File: src/rtl/mux4_rr_arbiter.sv
// ---------------------------------------------------------------------------
// mux4_rr_arbiter
//
// Round-robin arbiter that owns the select of a 4:1 mux. One requester at a
// time holds the mux until it signals done or drops its request; on release
// the priority pointer moves past the old owner so every requester gets a
// turn. A new owner can be granted on the same edge as a release, so
// back-to-back tenures have no idle cycle in between.
//
// Optional feature (macro ARB_TIMEOUT_EN): an 8-bit tenure counter forces
// the owner off the mux after MAX_HOLD cycles, but only if somebody else is
// waiting. Without the macro, MAX_HOLD has no effect.
//
// Ports
//   clk    in   1  clock, all state updates on the rising edge
//   rst_n  in   1  asynchronous active-low reset
//   req    in   4  level-sensitive request, bit i = requester i
//   done   in   1  owner releases the mux (looked at only while busy)
//   grant  out  4  registered one-hot grant, 0000 when idle
//   sel    out  2  mux select = index of granted requester (holds when idle)
//   busy   out  1  high while a grant is active
//
// Handshake: a requester is served while grant[i]=1; the tenure ends at the
// first rising edge where done=1 or req[i]=0 (or a forced release), and a
// simultaneous done and req drop count as one release.
// ---------------------------------------------------------------------------
module mux4_rr_arbiter #(
    parameter int unsigned MAX_HOLD = 8
) (
    input  logic       clk,
    input  logic       rst_n,
    input  logic [3:0] req,
    input  logic       done,
    output logic [3:0] grant,
    output logic [1:0] sel,
    output logic       busy
);

    typedef enum logic {
        ST_IDLE  = 1'b0,
        ST_GRANT = 1'b1
    } state_e;

    localparam logic [7:0] HOLD_LAST = 8'(MAX_HOLD - 1);

    state_e     state_q, state_d;
    logic [1:0] ptr_q,   ptr_d;
    logic [3:0] grant_q, grant_d;
    logic [1:0] sel_q,   sel_d;

    logic       force_rel;
    logic       new_grant;
    logic       owner_release;

    // First set request bit in the order p, p+1, p+2, p+3 (mod 4).
    // Returns {found, index}.
    function automatic logic [2:0] rr_pick(input logic [1:0] p, input logic [3:0] r);
        logic [2:0] res;
        logic [1:0] cand;
        res = 3'b000;
        for (int i = 0; i < 4; i++) begin
            cand = p + 2'(i);
            if (!res[2] && r[cand]) begin
                res = {1'b1, cand};
            end
        end
        return res;
    endfunction

    logic [1:0] rel_ptr;
    logic [2:0] pick_idle;
    logic [2:0] pick_rel;

    // On release the pointer moves one past the owner, which automatically
    // puts a still-requesting owner last in the new search.
    assign rel_ptr   = sel_q + 2'd1;
    assign pick_idle = rr_pick(ptr_q, req);
    assign pick_rel  = rr_pick(rel_ptr, req);

    assign owner_release = (state_q == ST_GRANT) && (done || !req[sel_q] || force_rel);

    always_comb begin
        state_d   = state_q;
        ptr_d     = ptr_q;
        grant_d   = grant_q;
        sel_d     = sel_q;
        new_grant = 1'b0;
        case (state_q)
            ST_IDLE: begin
                if (pick_idle[2]) begin
                    state_d   = ST_GRANT;
                    grant_d   = 4'b0001 << pick_idle[1:0];
                    sel_d     = pick_idle[1:0];
                    new_grant = 1'b1;
                end
            end
            ST_GRANT: begin
                if (owner_release) begin
                    ptr_d = rel_ptr;
                    if (pick_rel[2]) begin
                        grant_d   = 4'b0001 << pick_rel[1:0];
                        sel_d     = pick_rel[1:0];
                        new_grant = 1'b1;
                    end else begin
                        state_d = ST_IDLE;
                        grant_d = 4'b0000;
                    end
                end
            end
            default: begin
                state_d = ST_IDLE;
                grant_d = 4'b0000;
            end
        endcase
    end

    always_ff @(posedge clk or negedge rst_n) begin
        if (!rst_n) begin
            state_q <= ST_IDLE;
            ptr_q   <= 2'b00;
            grant_q <= 4'b0000;
            sel_q   <= 2'b00;
        end else begin
            state_q <= state_d;
            ptr_q   <= ptr_d;
            grant_q <= grant_d;
            sel_q   <= sel_d;
        end
    end

`ifdef ARB_TIMEOUT_EN
    logic [7:0] hold_cnt_q, hold_cnt_d;
    logic       others_req;

    assign others_req = |(req & ~grant_q);
    // Counter sits at HOLD_LAST on the owner's last allowed cycle; the
    // release then happens on the following edge if anyone else waits.
    assign force_rel  = (state_q == ST_GRANT) && (hold_cnt_q == HOLD_LAST) && others_req;

    always_comb begin
        hold_cnt_d = hold_cnt_q;
        if (new_grant) begin
            hold_cnt_d = 8'd0;
        end else if ((state_q == ST_GRANT) && (hold_cnt_q < HOLD_LAST)) begin
            hold_cnt_d = hold_cnt_q + 8'd1;
        end
    end

    always_ff @(posedge clk or negedge rst_n) begin
        if (!rst_n) begin
            hold_cnt_q <= 8'd0;
        end else begin
            hold_cnt_q <= hold_cnt_d;
        end
    end
`else
    logic unused_hold;
    assign force_rel   = 1'b0;
    assign unused_hold = ^{HOLD_LAST, new_grant};
`endif

    assign grant = grant_q;
    assign sel   = sel_q;
    assign busy  = (state_q == ST_GRANT);

endmodule
File: config.mk
export PLATFORM = sky130hd
export DESIGN_NAME = mux4_rr_arbiter
export DESIGN_NICKNAME = d
export VERILOG_FILES = /design/src/rtl/mux4_rr_arbiter.sv
export SDC_FILE = /design/constraint.sdc
export NUM_CORES = 1
export LEC_CHECK = 0
export CAP_MARGIN = 25
export CORE_MARGIN = 1.5
export CORE_UTILIZATION = 40
export DETAILED_ROUTE_END_ITERATION = 12
export GPL_TIMING_DRIVEN = 0
export PLACE_DENSITY = 0.65
export SYNTH_ARGS = -nofsm -noshare
export SYNTH_HDL_FRONTEND = slang
export SYNTH_SLANG_ARGS = --single-unit
File: constraint.sdc
create_clock -name clk -period 4.88 [get_ports clk]
set_input_delay 1.22 -clock clk [delete_from_list [all_inputs] [get_ports clk]]
set_output_delay 1.22 -clock clk [all_outputs]
set_load 0.02 [all_outputs]
After elaboration in Yosys (flattened, before gate mapping)
Cells that the tools add are included.

Register bits: 9. Input port bits: 7. Output and inout bits: 7.

$add $sub $neg: 7. Magnitude comparators: 9. Equal/unequal tests: 3. Shift-type cells: 2. Mux-type cells: 38. Bitwise logic cells: 1. Reduce and logical (&&, ||, !) cells: 18.

Operator list (number): $lt A2 B3 Y1 const B (9); $mux W3 (8); $bmux W1 S2 (9); $mux W1 (12); $mux W4 (3); $add A2 B2 Y2 const B (4); $pmux W4 S2 (1); $shl A1 B2 Y4 const A (2); $logic_and A1 B1 Y1 (7); $logic_not A1 Y1 (7); $add A2 B1 Y2 const B (3); $mux W2 (3); $ne A2 B1 Y1 const B (2); $pmux W2 S2 (1); $reduce_and A2 Y1 (2); $reduce_and A3 Y1 (1); $ne A2 B2 Y1 const B (1); $pmux W1 S2 (1); $logic_or A1 B1 Y1 (1); $not A1 Y1 (1).

Longest topological paths before layout
Gate-level depths: netlist (run 1).

Depth in word-level cells: 17. Depth in mapped cells: 7. Gate-level depth less buffers: 5.

Worst setup path after synthesis (run 1)
Ideal clock, no wire load.

Path type: input to register. Start point: in req[3]. End point: reg grant_q[2], in the netlist grant[2]. Library setup time: 0.125 ns. Arrival time: 2.539 ns. Data required time: 4.755 ns. Path slack: 2.215 ns. Stages: 5. Buffers on the path: 1. Path through: buf_2 -> mux4_2 -> nor2b_1 -> a21oi_4 -> mux2_4.

Cells in the longest elaborated chain, start to end: 16. Elaborated cells on any way between the ends: 50. Those cells by class: 2 x eq/ne; 2 x shift; 30 x mux; 16 x reduce/logical.

RTL lines: start: declaration (line 32) `input logic [3:0] req,`; $bmux W1 S2 (line 63) `if (!res[2] && r[cand]) begin`; $mux W1 (implied by the code) (line 63); $mux W3 (line 63); $logic_not A1 Y1 (line 63); $logic_and A1 B1 Y1 (line 63); $mux W3 (line 63); $logic_not A1 Y1 (line 63); $logic_and A1 B1 Y1 (line 63); $mux W3 (line 63); $logic_not A1 Y1 (line 63); $logic_and A1 B1 Y1 (line 63); $mux W3 (line 63); $shl A1 B2 Y4 (line 101) `grant_d = 4'b0001 << pick_rel[1:0];`; $mux W4 (line 100) `if (pick_rel[2]) begin`; $mux W4 (line 98) `if (owner_release) begin`; $pmux W4 S2 (line 88) `case (state_q)`; end signal: assignment (line 126) `grant_q <= grant_d;`; end: declaration (line 48) `logic [3:0] grant_q, grant_d;`.

Several ways; a longest one is shown, not always the timed one. The select of a mux whose other input is x is not followed. A chain may end at the register's enable or synchronous reset.

Worst setup path in the final report (run 1)
Start point: in req[0]. End point: reg grant_q[2], in the netlist grant[2].

The elaborated chain is that of the path after synthesis.

==> results_dict.tcl, run 1 <==
set metrics [dict create \
    outcome "complete, no violations" \
    seq_area_um2 225 \
    grt_pass1_wl_um 2370 \
    clock_path_buffers 2 \
    hp-class "flop to flop" \
    cts_buffers 3 \
    netlist_instances 76 \
    die_y_um 43.7 \
    grt_overflow 0 \
    finalClockSkew_ns 0.00308 \
    avgSynthCellArea_um2 8.73 \
    cp_max_fo 8 \
    cp-end-kind "flop" \
    ys_seq_area_share_pct 34.0 \
    cts_setup_buffers 0 \
    nNetsFinal 99 \
    io-pin-count 14 \
    timing.final.crit_share_pct 60.4 \
    cts_resized 0 \
    multiInputGateArea_um2 395 \
    ys_top_cells_by_area "dfrtp_1, nand2b_1, nor2_1" \
    die_w_um 43.7 \
    grt_pass1_vias 503 \
    grt_max_degree 11 \
    synthesis.nets 83 \
    hold_path_depth 1 \
    r2r_end "grant[2]" \
    whs_endpoint "grant[2]" \
    via_per_inst 5.51 \
    reg2reg_from "sel[1]" \
    slew_violations 0 \
    dieArea_um2 1910 \
    fp.coreArea_um2 1520 \
    vias 590 \
    grt_use_total_pct 16.8 \
    cp-start-kind "input port" \
    cts_tree "done" \
    p_leak_nw 0.341 \
    crit_arrival_ns 3.09 \
    syn_to_final_growth_pct 23.6 \
    initialDrtViolationCount 10 \
    dp.cells 103 \
    io_buffer_count 11 \
    layout.cells.non_filler 107 \
    ys_warn_count 0 \
    vdd_drop_max_uv 230 \
    cts-root-buf "clkbuf_4" \
    min_period_ns 2.95 \
    start_util_pct 43.5 \
    reg2reg_depth 5 \
    required_ns 5.02 \
    drive_gt1_share_pct 14.3 \
    yosysTopAreaCellShare_pct 34.0 \
    clock_sinks 9 \
    syn_area_um2 663 \
    fmax_mhz 339 \
    hold_viol_final 0 \
    gp_congestion 0.758 \
    totalWireLength_um 1360 \
    nFillCells 148 \
    rows 14 \
    post_drt_wl_per_cell_um 12.7 \
    ant_nets 0 \
    hold_buffers 0 \
    path_class "input port to flop" \
    cp_cell_sequence "clkdlybuf4s50_1 > or4_4 > buf_6 > and2_4 > nand3_2 > o32ai_1 > mux2_4" \
    slowest_stage "or4_4" \
    clock_latency_ns 0.26 \
    synth_cell_types 31 \
    rsz0062_at_grt "no" \
    reg2reg_slack_ns 2.93 \
    power-per-cell-area_nw_per_um2 553 \
    route.detailed.drc 0 \
    max-cap-violations 0 \
    relSlewSlack_pct 64.0 \
    finalSetupViolCount 0 \
    first_pass_iters 4 \
    detailed_place_hpwl_um 1020 \
    worst_pin_slew_ns 0.537 \
    h-tree-depth 1 \
    synth_top_area_cell "dfrtp_1" \
    antenna_found_initial 0 \
    clk_pin_slew_worst_paths_ns 0.06 \
    max_stage_delay_ns 0.59 \
    min-delay-start "grant[2]" \
    diodes 0 \
    finalSetupTns_ns 0 \
    ys_ff_latch 9 \
]
[flip-flops by register name, indices dropped and copies added (netlist names)]
name,cells
grant,4
ptr_q,2
sel,2
busy,1
[report_power, final]
group	total [mW]	internal [mW]	switching (mW)
sequential	0.137	0.108	0.0283
clock	0.0575	0.0315	0.0260
combinational	0.259	0.127	0.132
[Yosys cell counts]
cell type  instances
buf_2              1
nand3_2            1
o21ai_0            3
o21a_1             1
o22ai_1            1
clkbuf_1           1
a21oi_1            6
or3b_2             1
a21oi_4            1
mux4_2             1
nand3_1            3
buf_6              2
a32o_1             1
nor2b_1            2
mux2i_1            2
mux2_4             1
and2_4             1
nor2_1             9
nand2_1            5
o221ai_1           1
dfrtp_1            9
a31oi_1            5
or4_4              1
xnor2_1            1
o32ai_1            1
nor3_1             2
and3_1             1
nand2b_1           6
inv_1              3
o211ai_1           1
nand3b_1           2
[cell type report]
| type | instances | share of cell area [%] |
|---|---|---|
| multi-input combinational | 60 | 48.2 |
| sequential | 9 | 27.5 |
| timing repair buffer | 11 | 13.4 |
| buffer | 4 | 3.82 |
| clock buffer | 4 | 3.21 |
| tap | 16 | 2.44 |
| inverter | 3 | 1.37 |
[worst max-delay path by stage]
| stage | from | end | slack, ns | cells past startpoint |
|---|---|---|---|---|
| global placement | req[0] | grant[2] | 1.68 | 7 |
| finish | req[0] | grant[2] | 1.93 | 7 |
| CTS | req[0] | grant[2] | 1.95 | 7 |
| global route | req[0] | grant[0] | 1.84 | 6 |
| floorplan | req[3] | grant[2] | 2.22 | 5 |
| detailed placement | req[0] | grant[2] | 1.68 | 7 |
[per-layer routing]
layer  GRT usage, %  wire, um  share of wire [%]
met1           25.9       686                 51
met2           22.1       600                 44
met3           5.42        59                4.3
met4           5.45        10               0.74
met5              0         0                  0
[critical path: cells and delay by family]
family / cells / cell delay, ns
simple gates: 3 / 0.82
buf+inv: 2 / 0.69
mux: 1 / 0.28
compound gates: 1 / 0.08
[metrics by stage]
step	instance area, um2	hold slack [ns]	util (%)	power [mW]	worst slack, ns
3_5_place_dp	793	0.505	52.1	0.398	1.68
3_3_place_gp	793	0.493	52.1	0.395	1.68
2_1_floorplan	663	0.542	-	0.312	2.22
6_report	820	0.516	53.8	0.453	1.93
5_1_grt	820	0.540	53.8	0.489	1.84
4_1_cts	820	0.521	53.8	0.457	1.95
[cell families after synthesis]
family	synth area share [%]
flops	34.0
buf+inv	6.41
simple gates	28.3
mux	8.68
xor+xnor	1.32
compound gates	21.3
[layout by cell type, fill, tap and decap left out]
cell | synthesis | final
o221ai_1 | 1 | 1
o211ai_1 | 1 | 1
mux4_2 | 1 | 1
or3b_2 | 1 | 1
a31oi_1 | 5 | 5
a32o_1 | 1 | 1
a21oi_4 | 1 | 1
o32ai_1 | 1 | 1
nor2_1 | 9 | 9
clkdlybuf4s50_1 | 0 | 11
nand2_1 | 5 | 5
nand3_1 | 3 | 3
mux2_4 | 1 | 1
clkbuf_1 | 1 | 2
o22ai_1 | 1 | 1
nand3_2 | 1 | 1
dfrtp_1 | 9 | 9
buf_6 | 2 | 2
nor2b_1 | 2 | 2
and2_4 | 1 | 1
nand2b_1 | 6 | 6
o21a_1 | 1 | 1
xnor2_1 | 1 | 1
nor3_1 | 2 | 2
mux2i_1 | 2 | 2
or4_4 | 1 | 1
inv_1 | 3 | 3
o21ai_0 | 3 | 3
buf_2 | 1 | 1
a21oi_1 | 6 | 6
nand3b_1 | 2 | 2
and3_1 | 1 | 1
clkbuf_4 | 0 | 3
Power figures use the tool's default switching activity.
==> run 2: changes to the inputs <==
Settings changed: PLACE_DENSITY 0.65 to 0.68.
Clock period 4.88 ns to 2.6 ns, I/O delays scaled along.
==> run 2 against run 1 <==
  * Combinational power rose by 88%
  * Worst hold slack lost 0.0086 ns
  * Die area stayed put
  * Sequential share of layout area stayed put
  * Clock skew about the same
  * First-iteration DRC count down 20%
  * Wire length up 6.2%
==> results_dict.tcl, run 2 (same netlist as run 1, synthesis figures left out) <==
set metrics [dict create \
    min_period_ns 2.40 \
    cp_max_fo 8 \
    hp-class "flop to flop" \
    p_leak_nw 0.341 \
    vias 608 \
    max-cap-violations 0 \
    finalSetupViolCount 0 \
    stdcell_area_um2 820 \
    grt_overflow 0 \
    grt_pass1_vias 547 \
    final_util_pct 53.8 \
    dp.cells 103 \
    final_cell_mix "clkdlybuf4s50_1, nor2_1, dfrtp_1, nand2b_1, a21oi_1" \
    cp-start-kind "input port" \
    worst_pin_slew_ns 0.553 \
    fp.coreArea_um2 1520 \
    rows 14 \
    clock_path_buffers 2 \
    cts_buffers 3 \
    via_per_inst 5.68 \
    drive_gt1_share_pct 14.3 \
    diodes 0 \
    power-per-cell-area_nw_per_um2 1040 \
    cp-end-kind "flop" \
    cts-root-buf "clkbuf_4" \
    placement.cell_area_um2 793 \
    layout_setup_ws_ns 0.196 \
    grt_max_degree 11 \
    hold_buffers 0 \
    detailed_place_hpwl_um 1090 \
    nFillCells 140 \
    vdd_drop_max_uv 512 \
    relSlewSlack_pct 62.8 \
    cts_setup_buffers 0 \
    cts_tree "done" \
    totalWireLength_um 1440 \
    post_drt_wl_per_cell_um 13.5 \
    fmax_mhz 416 \
    clock_latency_ns 0.26 \
    initialDrtViolationCount 8 \
    die_y_um 43.7 \
    timing.final.crit_share_pct 92.5 \
    route.detailed.drc 0 \
    clk_pin_slew_worst_paths_ns 0.06 \
    h-tree-depth 1 \
    first_pass_iters 4 \
    syn_to_final_growth_pct 23.6 \
    antenna_found_initial 0 \
    die_w_um 43.7 \
    gp_congestion 0.773 \
    layout.cells.non_filler 107 \
    cts_resized 0 \
    required_ns 2.79 \
    dieArea_um2 1910 \
    grt_use_total_pct 18.1 \
    path_class "input port to flop" \
    crit_arrival_ns 2.59 \
    slew_violations 0 \
    io-pin-count 14 \
    io_buffer_count 11 \
    largest_register_ffs 4 \
    start_util_pct 43.5 \
    final_common_cell "clkdlybuf4s50_1" \
    nNetsFinal 99 \
    finalClockSkew_ns 0.00288 \
    hold_viol_final 0 \
    rsz0062_at_grt "no" \
    pre_cts_ws_ns -0.0628 \
    grt_pass1_wl_um 2500 \
    ant_nets 0 \
    outcome "complete, no violations" \
    clock_sinks 9 \
]
[run 2: cell counts in the layout (fill, tap and decap cells not counted)]
No cell type changed its count.
[run 2: critical path, cell delays in order]
cell,delay (ns)
clkdlybuf4s50_1,0.62
a21oi_1,0.11
o21a_1,0.18
o22ai_1,0.37
or3b_2,0.49
a31oi_1,0.18
[run 2: worst paths after layout]
path	end	start	cells past startpoint	slack, ns
max reg2reg	grant[2]	sel[1]	5	0.65
max in group asynchronous	grant[2]	rst_n	1	1.63
min reg2reg	grant[2]	grant[2]	1	0.51
min	grant[2]	grant[2]	1	0.51
min in group asynchronous	sel[1]	rst_n	1	0.68
max	grant[0]	req[0]	6	0.20
[run 2: per-layer routing]
metal	share of wire (%)	global-route usage, %
met5	0	0
met4	0.69	6.67
met3	4.6	6.25
met2	45	25.9
met1	49	25.2
[run 2: where the power goes]
part,internal (mW),switching (mW)
Clock,0.0593,0.0511
Combinational,0.238,0.249
Sequential,0.203,0.0541
Total,0.500,0.354
[run 2: area by class of cell]
type | count | area, um2 | area share [%]
multi-input cells | 60 | 395 | 48.2
flip-flops and latches | 9 | 225 | 27.5
repair buffers | 11 | 110 | 13.4
inverters | 3 | 11.3 | 1.37
plain buffers | 4 | 31.3 | 3.82
clock buffers | 4 | 26.3 | 3.21
well taps | 16 | 20.0 | 2.44
[run 2: metrics by stage]
step	hold slack (ns)	TNS (ns)	power, mW
2_1_floorplan	0.354	0	0.586
3_3_place_gp	0.497	-0.0352	0.741
3_5_place_dp	0.491	-0.118	0.750
4_1_cts	0.512	0	0.865
5_1_grt	0.538	0	0.919
6_report	0.508	0	0.854
==> run 3: changes to the inputs <==
Settings changed: CORE_MARGIN 1.5 to not set, TNS_END_PERCENT set to 10.
==> run 3 against run 2 <==
  * Utilization unchanged
  * Largest power group unchanged
  * Register-to-register slack worse by 0.02 ns
  * Non-clock buffer count unchanged
  * Fmax up 1.9%
==> results_dict.tcl, run 3 (same netlist as run 1, synthesis figures left out) <==
set metrics [dict create \
    final_cell_mix "clkdlybuf4s50_1, nor2_1, dfrtp_1, nand2b_1, a21oi_1" \
    dieArea_um2 1820 \
    io_buffer_count 11 \
    p_seq_share_pct 29.8 \
    diodes 0 \
    via_per_inst 5.75 \
    nNetsFinal 99 \
    cts_tree "done" \
    finalClockSkew_ns 0.00474 \
    vias 615 \
    max-cap-violations 0 \
    final_util_pct 53.8 \
    p_switching_mw 0.360 \
    final_common_cell "clkdlybuf4s50_1" \
    start_util_pct 43.5 \
    cp-start-kind "input port" \
    drive_gt1_share_pct 14.3 \
    dp.cells 103 \
    cts_resized 0 \
    detailed_place_hpwl_um 1130 \
    hold_ws_ns 0.504 \
    layout.cells.non_filler 107 \
    min_period_ns 2.36 \
    rows 14 \
    reg2reg_from "sel[1]" \
    clock_latency_ns 0.27 \
    placement.cell_area_um2 793 \
    hp-class "flop to flop" \
    fp.coreArea_um2 1520 \
    switching_share_pct 41.8 \
    worst_pin_slew_ns 0.534 \
    cp_max_fo 8 \
    io-pin-count 14 \
    clock_sinks 9 \
    hold_viol_final 0 \
    finalSetupTns_ns 0 \
    grt_overflow 0 \
    path_class "input port to flop" \
    nFillCells 135 \
    finalSetupViolCount 0 \
    relSlewSlack_pct 64.1 \
    totalWireLength_um 1500 \
    pwr-share-comb_pct 57.2 \
    clock_path_buffers 2 \
    grt_pass1_vias 527 \
    crit_arrival_ns 2.51 \
    cts-root-buf "clkbuf_4" \
    cp-end-kind "flop" \
    power-per-cell-area_nw_per_um2 1050 \
    post_drt_wl_per_cell_um 14.1 \
    pwr-share-clk_pct 13.0 \
    die_w_um 42.7 \
    clk_pin_slew_worst_paths_ns 0.06 \
    initialDrtViolationCount 18 \
    cp-startpoint "req[0]" \
    slew_violations 0 \
    hold_buffers 0 \
    timing.final.crit_share_pct 90.8 \
    p_leak_nw 0.341 \
    multiInputGateArea_um2 395 \
    first_pass_iters 4 \
    ant_nets 0 \
    rsz0062_at_grt "no" \
    h-tree-depth 1 \
    grt_pass1_wl_um 2420 \
    grt_max_degree 11 \
    vdd_drop_max_uv 462 \
    min-delay-start "grant[2]" \
    antenna_found_initial 0 \
    grt_use_total_pct 18.3 \
    fmax_mhz 424 \
    outcome "complete, no violations" \
    cts_setup_buffers 0 \
    stdcell_area_um2 820 \
    die_y_um 42.7 \
    route.detailed.drc 0 \
    p_int_mw 0.501 \
    gp_congestion 0.789 \
    syn_to_final_growth_pct 23.6 \
    cts_buffers 3 \
    seq_area_um2 225 \
    largest_register_ffs 4 \
    required_ns 2.75 \
]
## run 3: stage by stage
stage	setup slack, ns	total power [mW]
2_1_floorplan	0.505	0.586
3_3_place_gp	-0.0215	0.740
3_5_place_dp	-0.0283	0.751
4_1_cts	0.249	0.864
5_1_grt	0.170	0.922
6_report	0.240	0.860
## run 3: worst max-delay path, cell delays in order
cell and delay [ns]:
clkdlybuf4s50_1 0.53, or4_4 0.58, buf_6 0.15, and2_4 0.16
nand3_2 0.07, o32ai_1 0.08, mux2_4 0.28
## run 3: path summary, 6_finish.rpt
path / endpoint / depth (start not counted) / slack [ns]
max in group asynchronous: grant[3] / 1 / 1.62
min reg2reg: grant[2] / 1 / 0.50
min in group asynchronous: sel[1] / 1 / 0.68
min: grant[2] / 1 / 0.50
max reg2reg: grant[2] / 5 / 0.63
max: grant[2] / 7 / 0.24
## run 3: power groups by stage
stage | registers [mW] | clock network [mW] | logic [mW]
finish | 0.256 | 0.112 | 0.492
global route | 0.265 | 0.124 | 0.533
floorplan | 0.309 | 0 | 0.277
detailed placement | 0.259 | 0 | 0.492
global placement | 0.256 | 0 | 0.483
CTS | 0.257 | 0.113 | 0.494
## run 3: final cells by class
type                       count  share of cell area, %
buffer                         4                   3.82
clock buffer                   4                   3.21
inverter                       3                   1.37
multi-input combinational     60                   48.2
sequential                     9                   27.5
tap                           16                   2.44
timing repair buffer          11                   13.4
## run 3: routing by layer
layer	GRT usage, %	wire [um]	up-vias
met5	0	0	-
met4	7.50	10	0
met2	27.6	723	10
met1	23.5	709	297
met3	6.81	60	2
li1	-	-	306
